`src/rtl/serial_link_chan_striper.sv`:
```
// Transmit-side channel striper: splits one wide payload over the enabled channels,
// time-multiplexing it over several beats when only some channels are enabled.
module serial_link_chan_striper #(
    parameter int NumChannels = 4,
    parameter int ChanWidth   = 32
) (
    input  logic                                    clk_i,
    input  logic                                    rst_i,
    input  logic [NumChannels-1:0]                  cfg_chan_en_i,
    input  logic [NumChannels*ChanWidth-1:0]        data_i,
    input  logic                                    valid_i,
    output logic                                    ready_o,
    output logic [NumChannels-1:0][ChanWidth-1:0]   chan_data_o,
    output logic [NumChannels-1:0]                  chan_valid_o,
    input  logic [NumChannels-1:0]                  chan_ready_i,
    output logic                                    busy_o,
    output logic                                    cfg_err_o
);

    localparam int BW = (NumChannels > 1) ? $clog2(NumChannels) : 1;
    localparam int NW = $clog2(NumChannels + 1);
    localparam int SW = $clog2(NumChannels) + 1;
    localparam logic [SW-1:0] NCH_S = SW'(NumChannels);

    typedef enum logic {
        IDLE = 1'b0,
        SEND = 1'b1
    } state_t;

    state_t                         r_state;
    state_t                         w_state_nxt;
    logic [NumChannels*ChanWidth-1:0] r_data;
    logic [NumChannels-1:0]         r_mask;
    logic [NW-1:0]                  r_nact;
    logic [BW-1:0]                  r_nbeat;
    logic [BW-1:0]                  r_beat;
    logic [NumChannels-1:0]         r_done;

    logic [SW-1:0]                  w_s [NumChannels];
    logic [NumChannels-1:0]         w_chan_valid;
    logic [NumChannels-1:0][ChanWidth-1:0] w_chan_data;
    logic                           w_beat_done;
    logic                           w_final;
    logic                           w_ready;
    logic                           w_accept;

    function automatic logic [NW-1:0] f_popcount(input logic [NumChannels-1:0] m);
        logic [NW-1:0] n;
        n = '0;
        for (int i = 0; i < NumChannels; i++) n = n + NW'(m[i]);
        return n;
    endfunction

    // Last beat index = ceil(NumChannels / nact) - 1, unrolled over constant divisors.
    function automatic logic [BW-1:0] f_nbeat(input logic [NW-1:0] n);
        logic [BW-1:0] b;
        b = '0;
        for (int k = 1; k <= NumChannels; k++) begin
            if (n == NW'(k)) b = BW'((NumChannels + k - 1) / k - 1);
        end
        return b;
    endfunction

    function automatic logic [SW-1:0] f_rank(input logic [NumChannels-1:0] m, input int c);
        logic [SW-1:0] r;
        r = '0;
        for (int i = 0; i < c; i++) r = r + SW'(m[i]);
        return r;
    endfunction

    always_comb begin
        for (int c = 0; c < NumChannels; c++) begin
            w_s[c]          = SW'(r_beat) * SW'(r_nact) + f_rank(r_mask, c);
            w_chan_valid[c] = (r_state == SEND) && r_mask[c] && (w_s[c] < NCH_S) && !r_done[c];
            w_chan_data[c]  = '0;
            if (w_chan_valid[c]) begin
                for (int k = 0; k < NumChannels; k++) begin
                    if (w_s[c] == SW'(k)) w_chan_data[c] = r_data[k*ChanWidth +: ChanWidth];
                end
            end
        end
    end

    // Channels already handshaked this beat show valid low, so they count as complete.
    assign w_beat_done = (r_state == SEND) && (&(~w_chan_valid | chan_ready_i));
    assign w_final     = w_beat_done && (r_beat == r_nbeat);
    assign w_ready     = (cfg_chan_en_i != '0) && ((r_state == IDLE) || w_final);
    assign w_accept    = valid_i && w_ready;

    always_comb begin
        w_state_nxt = r_state;
        case (r_state)
            IDLE: if (w_accept) w_state_nxt = SEND;
            SEND: if (w_final && !w_accept) w_state_nxt = IDLE;
        endcase
    end

    always_ff @(posedge clk_i) begin
        if (rst_i) begin
            r_state <= IDLE;
            r_data  <= '0;
            r_mask  <= '0;
            r_nact  <= '0;
            r_nbeat <= '0;
            r_beat  <= '0;
            r_done  <= '0;
        end else begin
            r_state <= w_state_nxt;
            if (w_accept) begin
                r_data  <= data_i;
                r_mask  <= cfg_chan_en_i;
                r_nact  <= f_popcount(cfg_chan_en_i);
                r_nbeat <= f_nbeat(f_popcount(cfg_chan_en_i));
                r_beat  <= '0;
                r_done  <= '0;
            end else if (r_state == SEND) begin
                if (w_beat_done) begin
                    r_beat <= r_beat + BW'(1);
                    r_done <= '0;
                end else begin
                    r_done <= r_done | (w_chan_valid & chan_ready_i);
                end
            end
        end
    end

    assign ready_o      = w_ready;
    assign chan_valid_o = w_chan_valid;
    assign chan_data_o  = w_chan_data;
    assign busy_o       = (r_state == SEND);
    assign cfg_err_o    = (cfg_chan_en_i == '0);

endmodule

```
`config.mk`:
```
export PLATFORM = sky130hd
export DESIGN_NAME = serial_link_chan_striper
export DESIGN_NICKNAME = d
export VERILOG_FILES = /design/src/rtl/serial_link_chan_striper.sv
export SDC_FILE = /design/constraint.sdc
export NUM_CORES = 1
export LEC_CHECK = 0
export CAP_MARGIN = 15
export CELL_PAD_IN_SITES_DETAIL_PLACEMENT = 1
export CELL_PAD_IN_SITES_GLOBAL_PLACEMENT = 1
export CORE_MARGIN = 5
export CORE_UTILIZATION = 40
export DETAILED_ROUTE_END_ITERATION = 8
export PLACE_DENSITY = 0.88
export SYNTH_ARGS = -nofsm -noshare
export SYNTH_HDL_FRONTEND = slang
export SYNTH_SLANG_ARGS = --single-unit
```
`constraint.sdc`:
```
create_clock -name clk_i -period 9 [get_ports clk_i]
set_clock_uncertainty 0.1 [all_clocks]
set_input_delay 2.7 -clock clk_i [delete_from_list [all_inputs] [get_ports clk_i]]
set_output_delay 2.7 -clock clk_i [all_outputs]
set_load 0.01 [all_outputs]
```
== Yosys cells after proc, flatten, opt, wreduce, memory -nomap -nowiden ==
Cells that the tools add are included.
Operators by class
  $add $sub $neg: 9
  multiply operators: 1
  order comparisons: 4
  eq/ne operators: 17
  mux-type cells: 28
  bitwise gates (word level): 5
  reductions and logical operators: 32
Operators with widths (number)
  2-to-1 mux 32 bit: 20
  equality test 3 x 2 -> 1 bit (second input constant): 10
  logical AND 1 bit: 17
  equality test 3 x 1 -> 1 bit (second input constant): 5
  zero test 3 bit: 4
  less-than comparator 3 bit (second input constant): 4
  2-to-1 mux 2 bit: 4
  OR 4 bit: 2
  adder 2 x 1 -> 3 bit: 2
  adder 3 x 1 -> 3 bit: 2
  adder 3 bit: 2
  zero test 1 bit: 5
  adder 1 x 1 -> 2 bit: 2
  AND 4 bit: 1
  zero test 4 bit: 1
  2-to-1 mux 4 bit: 1
  NOT 4 bit: 1
  AND reduction 4 bit: 1
  nonzero test 4 bit: 1
  equality test 3 bit (second input constant): 1
  multiplier 2 x 3 -> 3 bit: 1
  adder 2 x 1 -> 2 bit (second input constant): 1
  equality test 2 bit: 1
  2-to-1 mux 1 bit: 2
  other kinds (5): 5
Word-level totals
  flip-flop bits (word level): 144
  input bits: 139
  output and inout port bits: 135
  word-level logic and storage cells: 103

== Logic depth before layout (Yosys ltp) ==
  depth in word-level cells: 18
  depth in mapped cells: 16
  gate-level depth less buffers: 12

== Worst setup path before layout ==
Ideal clock, no wire load.
  path type: input to output
  start point: in chan_ready_i[3]
  end point: out ready_o
  data arrival time: 3.873 ns
  data required time: 6.200 ns
  slack: 2.327 ns
  stages: 6
  buffers on the path: 0
  path through: nor4bb_1 a211o_1 nand2_1 o22ai_2 o31ai_1 nor2b_1
Between the ends
  longest elaborated chain between the ends: 6
RTL lines
  start: declaration: line 15  | input logic [NumChannels-1:0] chan_ready_i,
  OR 4 bit: line 85  | assign w_beat_done = (r_state == SEND) && (&(~w_chan_valid | chan_ready_i));
  AND reduction 4 bit: line 85
  logical AND 1 bit: line 85
  logical AND 1 bit: line 86  | assign w_final = w_beat_done && (r_beat == r_nbeat);
  logical OR 1 bit: line 87  | assign w_ready = (cfg_chan_en_i != '0) && ((r_state == IDLE) || w_final);
  logical AND 1 bit: line 87
  end: declaration: line 12  | output logic ready_o,
No other way between the ends.

==> flow_metrics.tcl <==
set metrics [dict create \
    drt_iter0_drc 929 \
    grt_pass1_vias 11706 \
    cellLeakagePower_uw 0.00547 \
    fmax_mhz 121 \
    start_util 0.403 \
    place_congestion 0.867 \
    worst_pin_slew_ns 1.17 \
    cts_tree "yes" \
    overflow 0 \
    synth_area_um2 10800 \
    synth_top_family_by_area "simple AND/OR/NAND/NOR gates" \
    dieHeight_um 174 \
    syn_area_per_cell_um2 8.20 \
    setup_viol 0 \
    cts_setup_buffers 0 \
    fin_crit_ns 8.27 \
    io_pins 274 \
    yosys.area_share.simple 0.285 \
    synth_compound_area_frac 0.127 \
    synth_top_cell_area_share 0.267 \
    max_cap_violations 0 \
    final_common_cell "nand2b_1" \
    path_clk_slew_ns 0.07 \
    num_rows 60 \
    multi_input_area_um2 7260 \
    synth_adder_area_share 0.0137 \
    clock_latency_ns 0.42 \
    area_delta_synth_final_pct 30.9 \
    drive_gt1_frac 0.0679 \
    endpoint_kind "primary output" \
    cp-start-kind "register" \
    crit_arrival_ns 5.47 \
    die_w_um 174 \
    synthDistinctLibCells 51 \
    synth_nets 1464 \
    antenna_left 0 \
    synth-edff-count 0 \
    status "completed" \
    cpMaxStageDelayCell "nand2_1" \
    utilization 0.528 \
    crit_top_cell "buf_4" \
    grt_usage 0.274 \
    cts_hold_buf 0 \
    grt_max_degree 157 \
    synth_mux_area_frac 0.230 \
    synth_top_flop_cell "dfxtp_1" \
    ys_warn_count 0 \
    drv_slew 0 \
    dieArea_um2 30300 \
    crit_required_ns 6.20 \
    h-tree-depth 4 \
    synthCells 1315 \
    cts_sinks 144 \
    rsz0062_at_grt "no" \
    seq_power_share 0.360 \
    synth_xor_xnor_area_share 0.0150 \
    finalCritPeriodShare 0.919 \
    num_vias 11049 \
    combPwrFrac 0.314 \
    fillers 3168 \
    sw_frac_of_total 0.354 \
    ctsResizeCount 0 \
    place_hpwl_mm 28.8 \
    cts_buffers 17 \
    fin_nets 1654 \
    slowest_delay_ns 0.81 \
    io_buffers 273 \
    coreArea_um2 26700 \
    cpLargestDelayFamily "buffers and inverters" \
    p_int_uw 1490 \
    synthArstFlopShare 0 \
    yosysSeqAreaShare 0.267 \
    regArea_um2 2880 \
    grt_pass1_wl_mm 66.9 \
    drc_errors 0 \
    hp-class "reg2reg" \
    clock_power_share 0.325 \
    synth_largest_area_cell "dfxtp_1" \
    crit_chain "and2_2 -> buf_4 -> nand2_1 -> fa_1 -> buf_4 -> inv_1 -> nand2_1 -> buf_4 -> nor2_1 -> a2111oi_0 -> clkdlybuf4s50_1" \
    path_class "reg2out" \
    synth_seq_cells 144 \
    viasPerCell 5.94 \
    p_sw_uw 818 \
    routed_wl_mm 43.2 \
    setup_total_negative_slack_ns 0 \
    power_density_nw_per_um2 164 \
    crit_buf_inv 5 \
    wire_per_inst_um 23.2 \
    firstDrtPassIters 6 \
    layout_common_cells "nand2b_1 (274), clkdlybuf4s50_1 (272), mux2i_1 (211), nor2_1 (185), dfxtp_1 (144)" \
    finalInstanceArea_um2 14100 \
    reg2reg_slack_ns 4.43 \
    worstPathMaxFanout 39 \
    antenna_found_initial 1 \
    cts_max_path_buffers 2 \
    finalHoldViolations 0 \
    cts_root_buf "clkbuf_16" \
    vdd_drop_max_v 0.000102 \
    hold-worst-slack_ns 0.391 \
    slew_headroom 0.217 \
    synth_area_leaders "dfxtp_1 (27%), mux2i_1 (20%), nand2b_1 (16%), nor2_1 (6.4%), mux2_2 (3.4%)" \
    placed_cell_area_um2 13500 \
]
## synthesized netlist by cell type, types with 2 or more instances
| master | n |
|---|---|
| nand2b_1 | 275 |
| mux2i_1 | 211 |
| nor2_1 | 185 |
| dfxtp_1 | 144 |
| clkbuf_1 | 90 |
| nand2_1 | 66 |
| a2111oi_0 | 40 |
| a21oi_1 | 35 |
| a221oi_1 | 35 |
| nor3_1 | 35 |
| mux2_2 | 33 |
| o22ai_1 | 32 |
| a2111oi_1 | 21 |
| inv_1 | 13 |
| buf_8 | 10 |
| buf_2 | 8 |
| and2_1 | 7 |
| ha_1 | 7 |
| xnor2_1 | 7 |
| buf_1 | 4 |
| buf_4 | 4 |
| buf_6 | 4 |
| nor4_1 | 4 |
| and3_1 | 3 |
| fa_1 | 3 |
| nor2b_1 | 3 |
| or2_2 | 3 |
| or3_1 | 3 |
| xnor3_1 | 3 |
| a32oi_1 | 2 |
| nand3_1 | 2 |
| nor3b_1 | 2 |
| o31ai_1 | 2 |
| or4_1 | 2 |
## state kept, by name (all words and copies together), names as in the netlist
name / cells
r_done: 4
r_nact: 3
r_mask: 4
r_data: 128
r_nbeat: 2
busy_o: 1
r_beat: 2
## metal layers
| layer | share of wire | global-route usage | up-vias |
|---|---|---|---|
| met5 | 0 | 0 | - |
| met4 | 0.033 | 0.114 | 0 |
| met3 | 0.077 | 0.0605 | 95 |
| met2 | 0.48 | 0.465 | 582 |
| met1 | 0.41 | 0.337 | 5398 |
| li1 | - | - | 4974 |
## stage by stage
| stage | cells | setup WS [ns] | power (uW) |
|---|---|---|---|
| finish | 1860 | 0.726 | 2310 |
| detailed placement | 1827 | 1.19 | 1560 |
| floorplan | 1315 | 2.33 | 1320 |
| global placement | 1827 | 1.26 | 1530 |
| global route | 1860 | 0.465 | 2400 |
| CTS | 1859 | 0.801 | 2310 |
## worst reg2reg max path, stage by stage (launching register included)
cell and delay, ns:
dfxtp_1 0.47, and2_2 0.23, buf_4 0.53, nand2_1 0.20, fa_1 0.53, inv_1 0.12
xnor3_1 0.39, a32oi_1 0.23, o21ai_2 0.17, o31ai_4 0.29, buf_12 0.73, mux2_2 0.46
## layout make-up
type / count / share of cell area
Timing Repair Buffer: 291 / 0.204
Inverter: 14 / 0.00373
Sequential cell: 144 / 0.204
Tap cell: 341 / 0.0302
Clock inverter: 13 / 0.0107
Multi-Input combinational cell: 1037 / 0.514
Clock buffer: 19 / 0.0321
Antenna cell: 1 / 0.000177
## worst paths after layout
| path | startpoint | to | cells past startpoint |
|---|---|---|---|
| min | r_nact[2] | r_nact[2] | 2 |
| max reg2reg | r_beat[0] | r_nbeat[0] | 11 |
| min reg2reg | r_nact[2] | r_nact[2] | 2 |
| max | r_beat[0] | chan_data_o[87] | 11 |
## power by group through the flow
stage | clock network [uW] | registers (uW) | logic (uW)
global placement | 0 | 835 | 695
floorplan | 0 | 801 | 521
global route | 783 | 844 | 774
detailed placement | 0 | 841 | 719
finish | 752 | 833 | 727
CTS | 759 | 829 | 723
## kinds of logic after synthesis
family	after synthesis
muxes	244
buffers and inverters	134
and+or+nand+nor	595
adders and majority gates	10
DFF	144
xor gates and xnor gates	12
AOI/OAI and AO/OA	176
(Power assumes the default switching activity.)
